--- config.mk ---
export PLATFORM = sky130hd
export DESIGN_NAME = wb_timing_master
export DESIGN_NICKNAME = d
export VERILOG_FILES = /design/src/rtl/wb_timing_master.sv
export SDC_FILE = /design/constraint.sdc
export NUM_CORES = 1
export LEC_CHECK = 0
export ABC_AREA = 1
export ABC_CLOCK_PERIOD_IN_PS = 11130
export CAP_MARGIN = 20
export CORE_UTILIZATION = 25
export CTS_CLUSTER_DIAMETER = 80
export DETAILED_ROUTE_END_ITERATION = 8
export SLEW_MARGIN = 5
export SYNTH_ARGS = -nofsm -noshare
export SYNTH_HDL_FRONTEND = slang
export SYNTH_SLANG_ARGS = --single-unit
--- constraint.sdc ---
create_clock -name wb_clk_i -period 11.13 [get_ports wb_clk_i]
set_clock_uncertainty 0.15 [all_clocks]
set_input_delay 1.113 -clock wb_clk_i [delete_from_list [all_inputs] [get_ports wb_clk_i]]
set_output_delay 1.113 -clock wb_clk_i [all_outputs]
set_load 0.01 [all_outputs]
--- src/rtl/wb_timing_master.sv ---
// Wishbone classic single-transfer initiator that measures slave ack latency, with a timeout bound.
// One bus cycle per command, response held until rsp_ready; next command accepted one cycle later.
module wb_timing_master #(
   parameter int LAT_W   = 16,
   parameter int TIMEOUT = 1000
) (
   input  logic             wb_clk_i,
   input  logic             wb_rst_i,
   input  logic             cmd_valid,
   output logic             cmd_ready,
   input  logic             cmd_we,
   input  logic [3:0]       cmd_sel,
   input  logic [31:0]      cmd_adr,
   input  logic [31:0]      cmd_dat,
   output logic             wbm_cyc_o,
   output logic             wbm_stb_o,
   output logic             wbm_we_o,
   output logic [3:0]       wbm_sel_o,
   output logic [31:0]      wbm_adr_o,
   output logic [31:0]      wbm_dat_o,
   input  logic             wbm_ack_i,
   input  logic [31:0]      wbm_dat_i,
   output logic             rsp_valid,
   input  logic             rsp_ready,
   output logic [31:0]      rsp_dat,
   output logic             rsp_timeout,
   output logic [LAT_W-1:0] rsp_latency
);

   typedef enum logic [1:0] {IDLE, BUS, RESP} state_t;

   typedef struct packed {
      logic        we;
      logic [3:0]  sel;
      logic [31:0] adr;
      logic [31:0] dat;
   } cmd_t;

   localparam logic [LAT_W-1:0] TO_L    = LAT_W'(TIMEOUT);
   localparam logic [LAT_W-1:0] CNT_MAX = '1;
   localparam logic [LAT_W-1:0] CNT_ONE = LAT_W'(1);

   state_t           state_q, state_d;
   logic [LAT_W-1:0] cnt_q, cnt_d;
   logic             cmd_ready_q, cmd_ready_d;
   logic             cyc_q, cyc_d;
   logic             stb_q, stb_d;
   cmd_t             cmd_q, cmd_d;
   logic             rsp_valid_q, rsp_valid_d;
   logic [31:0]      rsp_dat_q, rsp_dat_d;
   logic             rsp_timeout_q, rsp_timeout_d;
   logic [LAT_W-1:0] rsp_latency_q, rsp_latency_d;

   always_comb begin
      state_d       = state_q;
      cnt_d         = cnt_q;
      cmd_ready_d   = cmd_ready_q;
      cyc_d         = cyc_q;
      stb_d         = stb_q;
      cmd_d         = cmd_q;
      rsp_valid_d   = rsp_valid_q;
      rsp_dat_d     = rsp_dat_q;
      rsp_timeout_d = rsp_timeout_q;
      rsp_latency_d = rsp_latency_q;

      case (state_q)
         IDLE: begin
            if (cmd_valid) begin
               cmd_d.we      = cmd_we;
               cmd_d.sel     = cmd_sel;
               cmd_d.adr     = cmd_adr;
               cmd_d.dat     = cmd_dat;
               cyc_d         = 1'b1;
               stb_d         = 1'b1;
               cnt_d         = CNT_ONE;
               rsp_dat_d     = '0;
               rsp_timeout_d = 1'b0;
               rsp_latency_d = '0;
               cmd_ready_d   = 1'b0;
               state_d       = BUS;
            end
         end
         BUS: begin
            // An ack in the timeout cycle still counts as a completed transfer.
            if (wbm_ack_i) begin
               rsp_latency_d = cnt_q;
               rsp_dat_d     = cmd_q.we ? 32'h0 : wbm_dat_i;
               rsp_timeout_d = 1'b0;
               cyc_d         = 1'b0;
               stb_d         = 1'b0;
               rsp_valid_d   = 1'b1;
               state_d       = RESP;
            end else if ((TIMEOUT != 0) && (cnt_q == TO_L)) begin
               rsp_latency_d = TO_L;
               rsp_dat_d     = '0;
               rsp_timeout_d = 1'b1;
               cyc_d         = 1'b0;
               stb_d         = 1'b0;
               rsp_valid_d   = 1'b1;
               state_d       = RESP;
            end else if (cnt_q != CNT_MAX) begin
               cnt_d = cnt_q + CNT_ONE;
            end
         end
         RESP: begin
            if (rsp_ready) begin
               rsp_valid_d = 1'b0;
               cmd_ready_d = 1'b1;
               state_d     = IDLE;
            end
         end
         default: begin
            state_d = IDLE;
         end
      endcase
   end

   always_ff @(posedge wb_clk_i or posedge wb_rst_i) begin
      if (wb_rst_i) begin
         state_q       <= IDLE;
         cnt_q         <= '0;
         cmd_ready_q   <= 1'b1;
         cyc_q         <= 1'b0;
         stb_q         <= 1'b0;
         cmd_q         <= '0;
         rsp_valid_q   <= 1'b0;
         rsp_dat_q     <= '0;
         rsp_timeout_q <= 1'b0;
         rsp_latency_q <= '0;
      end else begin
         state_q       <= state_d;
         cnt_q         <= cnt_d;
         cmd_ready_q   <= cmd_ready_d;
         cyc_q         <= cyc_d;
         stb_q         <= stb_d;
         cmd_q         <= cmd_d;
         rsp_valid_q   <= rsp_valid_d;
         rsp_dat_q     <= rsp_dat_d;
         rsp_timeout_q <= rsp_timeout_d;
         rsp_latency_q <= rsp_latency_d;
      end
   end

   assign cmd_ready   = cmd_ready_q;
   assign wbm_cyc_o   = cyc_q;
   assign wbm_stb_o   = stb_q;
   assign wbm_we_o    = cmd_q.we;
   assign wbm_sel_o   = cmd_q.sel;
   assign wbm_adr_o   = cmd_q.adr;
   assign wbm_dat_o   = cmd_q.dat;
   assign rsp_valid   = rsp_valid_q;
   assign rsp_dat     = rsp_dat_q;
   assign rsp_timeout = rsp_timeout_q;
   assign rsp_latency = rsp_latency_q;

endmodule

==> metrics <==
design area=9140 um^2; sequential fraction of design power=0.341; clk root buf=clkbuf_16; Syn Area/Cell=10.5 um^2; clock share of power=0.263; worst-path maximum fanout=73; largest net degree at the start of global routing=76; Yosys warnings=0; worst-margin pin slew=990 ps; most common cell after layout, fill and taps aside=clkdlybuf4s50_1; Crit. End Element=flop; std cell rows=55; Synth Instances=560; filler instances=2247; endpoints failing setup=0; Starting DRT DRC Count=246; postcts setup bufs=0; Comb power frac=0.396; Via Count=4647; CP startpoint kind=primary input; layout cells sized above 1=0.159; Pre-Repair DR Iteration Count=4; first-pass GRT wire length=24900 um; Post-Route WL=15800 um; synthesized area=5890 um^2; CP max-delay cell=nand2_2; Post-DRT Antenna Nets=0; CP Data Required Time=11330 ps; H-tree lvl count=4; clock sink total=139; post-layout net count=896; fin crit share=0.264; status=finished, final reports clean; Longest Clk Path Bufs=2; detailed-route wire length per cell=14.1 um; switching portion of total power=0.314; Skew-Pair Late Insertion Delay=410 ps; number of global-route vias before repair=4632; die span in x=156 um; Max Fclk=340 MHz; CTS resizes=0; cell leakage power=0.00396 uW; grt total ovfl=0; Critical Path AT=3140 ps; Initial Util=0.258; multi-input combinational cell area=2070 um^2; Sw Pwr=735 uW; WS Path Type=in -> reg; fin. max-slew vios=0; GPL Wtd Cong=0.772; Boundary Pins=228; hold bufs inserted after CTS=0; final hold viol count=0; cts bufs inserted=17; CP delay by family, top=simple AND/OR/NAND/NOR gates; Antenna diodes=0; clk slew on worst S/H paths=60 ps; initial antenna violation count=0; PwrDens=256 nW/um^2; Storage cell area=3480 um^2; GR Util All Layers=0.133; Fin Setup TNS=0 ps; RSZ-0062 raised after global routing=false; Residual DRC=0; drt via density=4.17; Slew HR=0.340; Hold Crit Class=reg -> reg; synth unique cells=32; Critical Path Most Common Cell=nand2_1; DP HPWL=11100 um; FF+latch count, synth=139; Buffers on Ports=227; CTS tree=done; crit path cell chain=clkdlybuf4s50_1 > nand2_4 > nand2_2 > inv_2 > a21oi_4 > nand2_1 > nand2_1; max-cap violation count=0; DIE AREA=24200 um^2; final period demand of the worst path=2940 ps; P&R area growth vs syn=55.0%; commonest cells after routing, fill and taps aside=227 x clkdlybuf4s50_1, 138 x dfrtp_1, 137 x nand2_1; Syn Nets=668; VDD IR-drop max=0.0811 mV; chip height=156 um; Core Area=22800 um^2; crit path buf inv count=2; post-synthesis sequential area ratio=0.590; dpl cell area=8460 um^2; Int Pwr=1600 uW; slowest stage delay, CP=540 ps
-- power groups by stage --
stage          combinational (uW)  clock [uW]  sequential, uW
3_5_place_dp                  929           0             808
6_report                      926         614             799
5_1_grt                       996         657             825
2_1_floorplan                 355           0             889
3_3_place_gp                  920           0             801
4_1_cts                       930         634             800
-- worst register-to-register path: cells and delay by family, from the launching register on --
kind,cells,cell delay (ps)
DFF,1,430
buffers and inverters,3,600
and+or+nand+nor,3,1160
AOI/OAI and AO/OA,1,130
-- final timing paths --
kind,endpoint,start,slack [ps],cells past startpoint
min in group asynchronous,rsp_dat[23],wb_rst_i,990,2
worst max register to register,rsp_dat[30],state_q[1],8590,7
worst max-delay path,cnt_q[11],cmd_valid,8190,7
worst min register to register,cmd_ready,cmd_ready,310,2
worst min-delay path,cmd_ready,cmd_ready,310,2
max in group asynchronous,cmd_ready,wb_rst_i,8710,4
-- cell families (layout without fill, tap and decap cells) --
group,after synthesis,after routing,synth area share
and+or+nand+nor,207,207,0.152
DFF,139,139,0.590
buffers and inverters,76,317,0.0605
muxes,69,69,0.132
AOI/OAI and AO/OA,65,65,0.0579
adders and majority gates,2,2,0.00424
xor gates and xnor gates,2,2,0.00297
-- routing by layer --
metal	track usage	wire (um)	vias up
met5	0	0	-
li1	-	-	2266
met1	0.158	6570	2227
met2	0.230	7990	138
met4	0.0467	249	0
met3	0.0364	961	16
-- flip-flops by register name (all words and copies together) (netlist names) --
| signal | flops |
|---|---|
| cmd_ready | 1 |
| rsp_dat | 32 |
| wbm_dat_o | 32 |
| wbm_sel_o | 4 |
| rsp_timeout | 1 |
| rsp_latency | 16 |
| cnt_q | 16 |
| state_q | 2 |
| wbm_we_o | 1 |
| wbm_stb_o | 1 |
| rsp_valid | 1 |
| wbm_adr_o | 32 |
-- cells in the mapped netlist (all sizes together) --
master / count / area share
xor2: 2 / 0.0030
nor3: 1 / 0.00085
a21oi: 4 / 0.0053
nor3b: 1 / 0.0013
inv: 53 / 0.034
nor2: 38 / 0.028
dfstp: 1 / 0.0045
clkinv: 1 / 0.00085
buf: 20 / 0.025
and2: 1 / 0.0015
clkbuf: 2 / 0.0013
dfrtp: 138 / 0.59
nand2: 145 / 0.10
ha: 2 / 0.0042
nand4: 4 / 0.0042
o21bai: 1 / 0.0013
o21a: 1 / 0.0013
nand3: 16 / 0.015
or2: 1 / 0.0011
o21ai: 59 / 0.050
mux2: 69 / 0.13
-- through the flow --
| step | setup WS, ps | power, uW | hold slack, ps | utilization | cells |
|---|---|---|---|---|---|
| 2_1_floorplan | 6140 | 1240 | 319 | - | 560 |
| 3_3_place_gp | 7730 | 1720 | 306 | 0.369 | 1079 |
| 3_5_place_dp | 7730 | 1740 | 307 | 0.370 | 1080 |
| 4_1_cts | 8170 | 2370 | 316 | 0.398 | 1112 |
| 5_1_grt | 7990 | 2480 | 343 | 0.400 | 1114 |
| 6_report | 8190 | 2340 | 312 | 0.400 | 1114 |
-- layout make-up --
class / instances / area share
Sequential cell: 139 / 0.381
Clock buffer: 18 / 0.0470
Multi-Input combinational cell: 345 / 0.226
Inverter: 54 / 0.0229
Tap cell: 313 / 0.0429
Timing Repair Buffer: 231 / 0.258
Clock inverter: 14 / 0.0225
(Power assumes the default switching activity.)
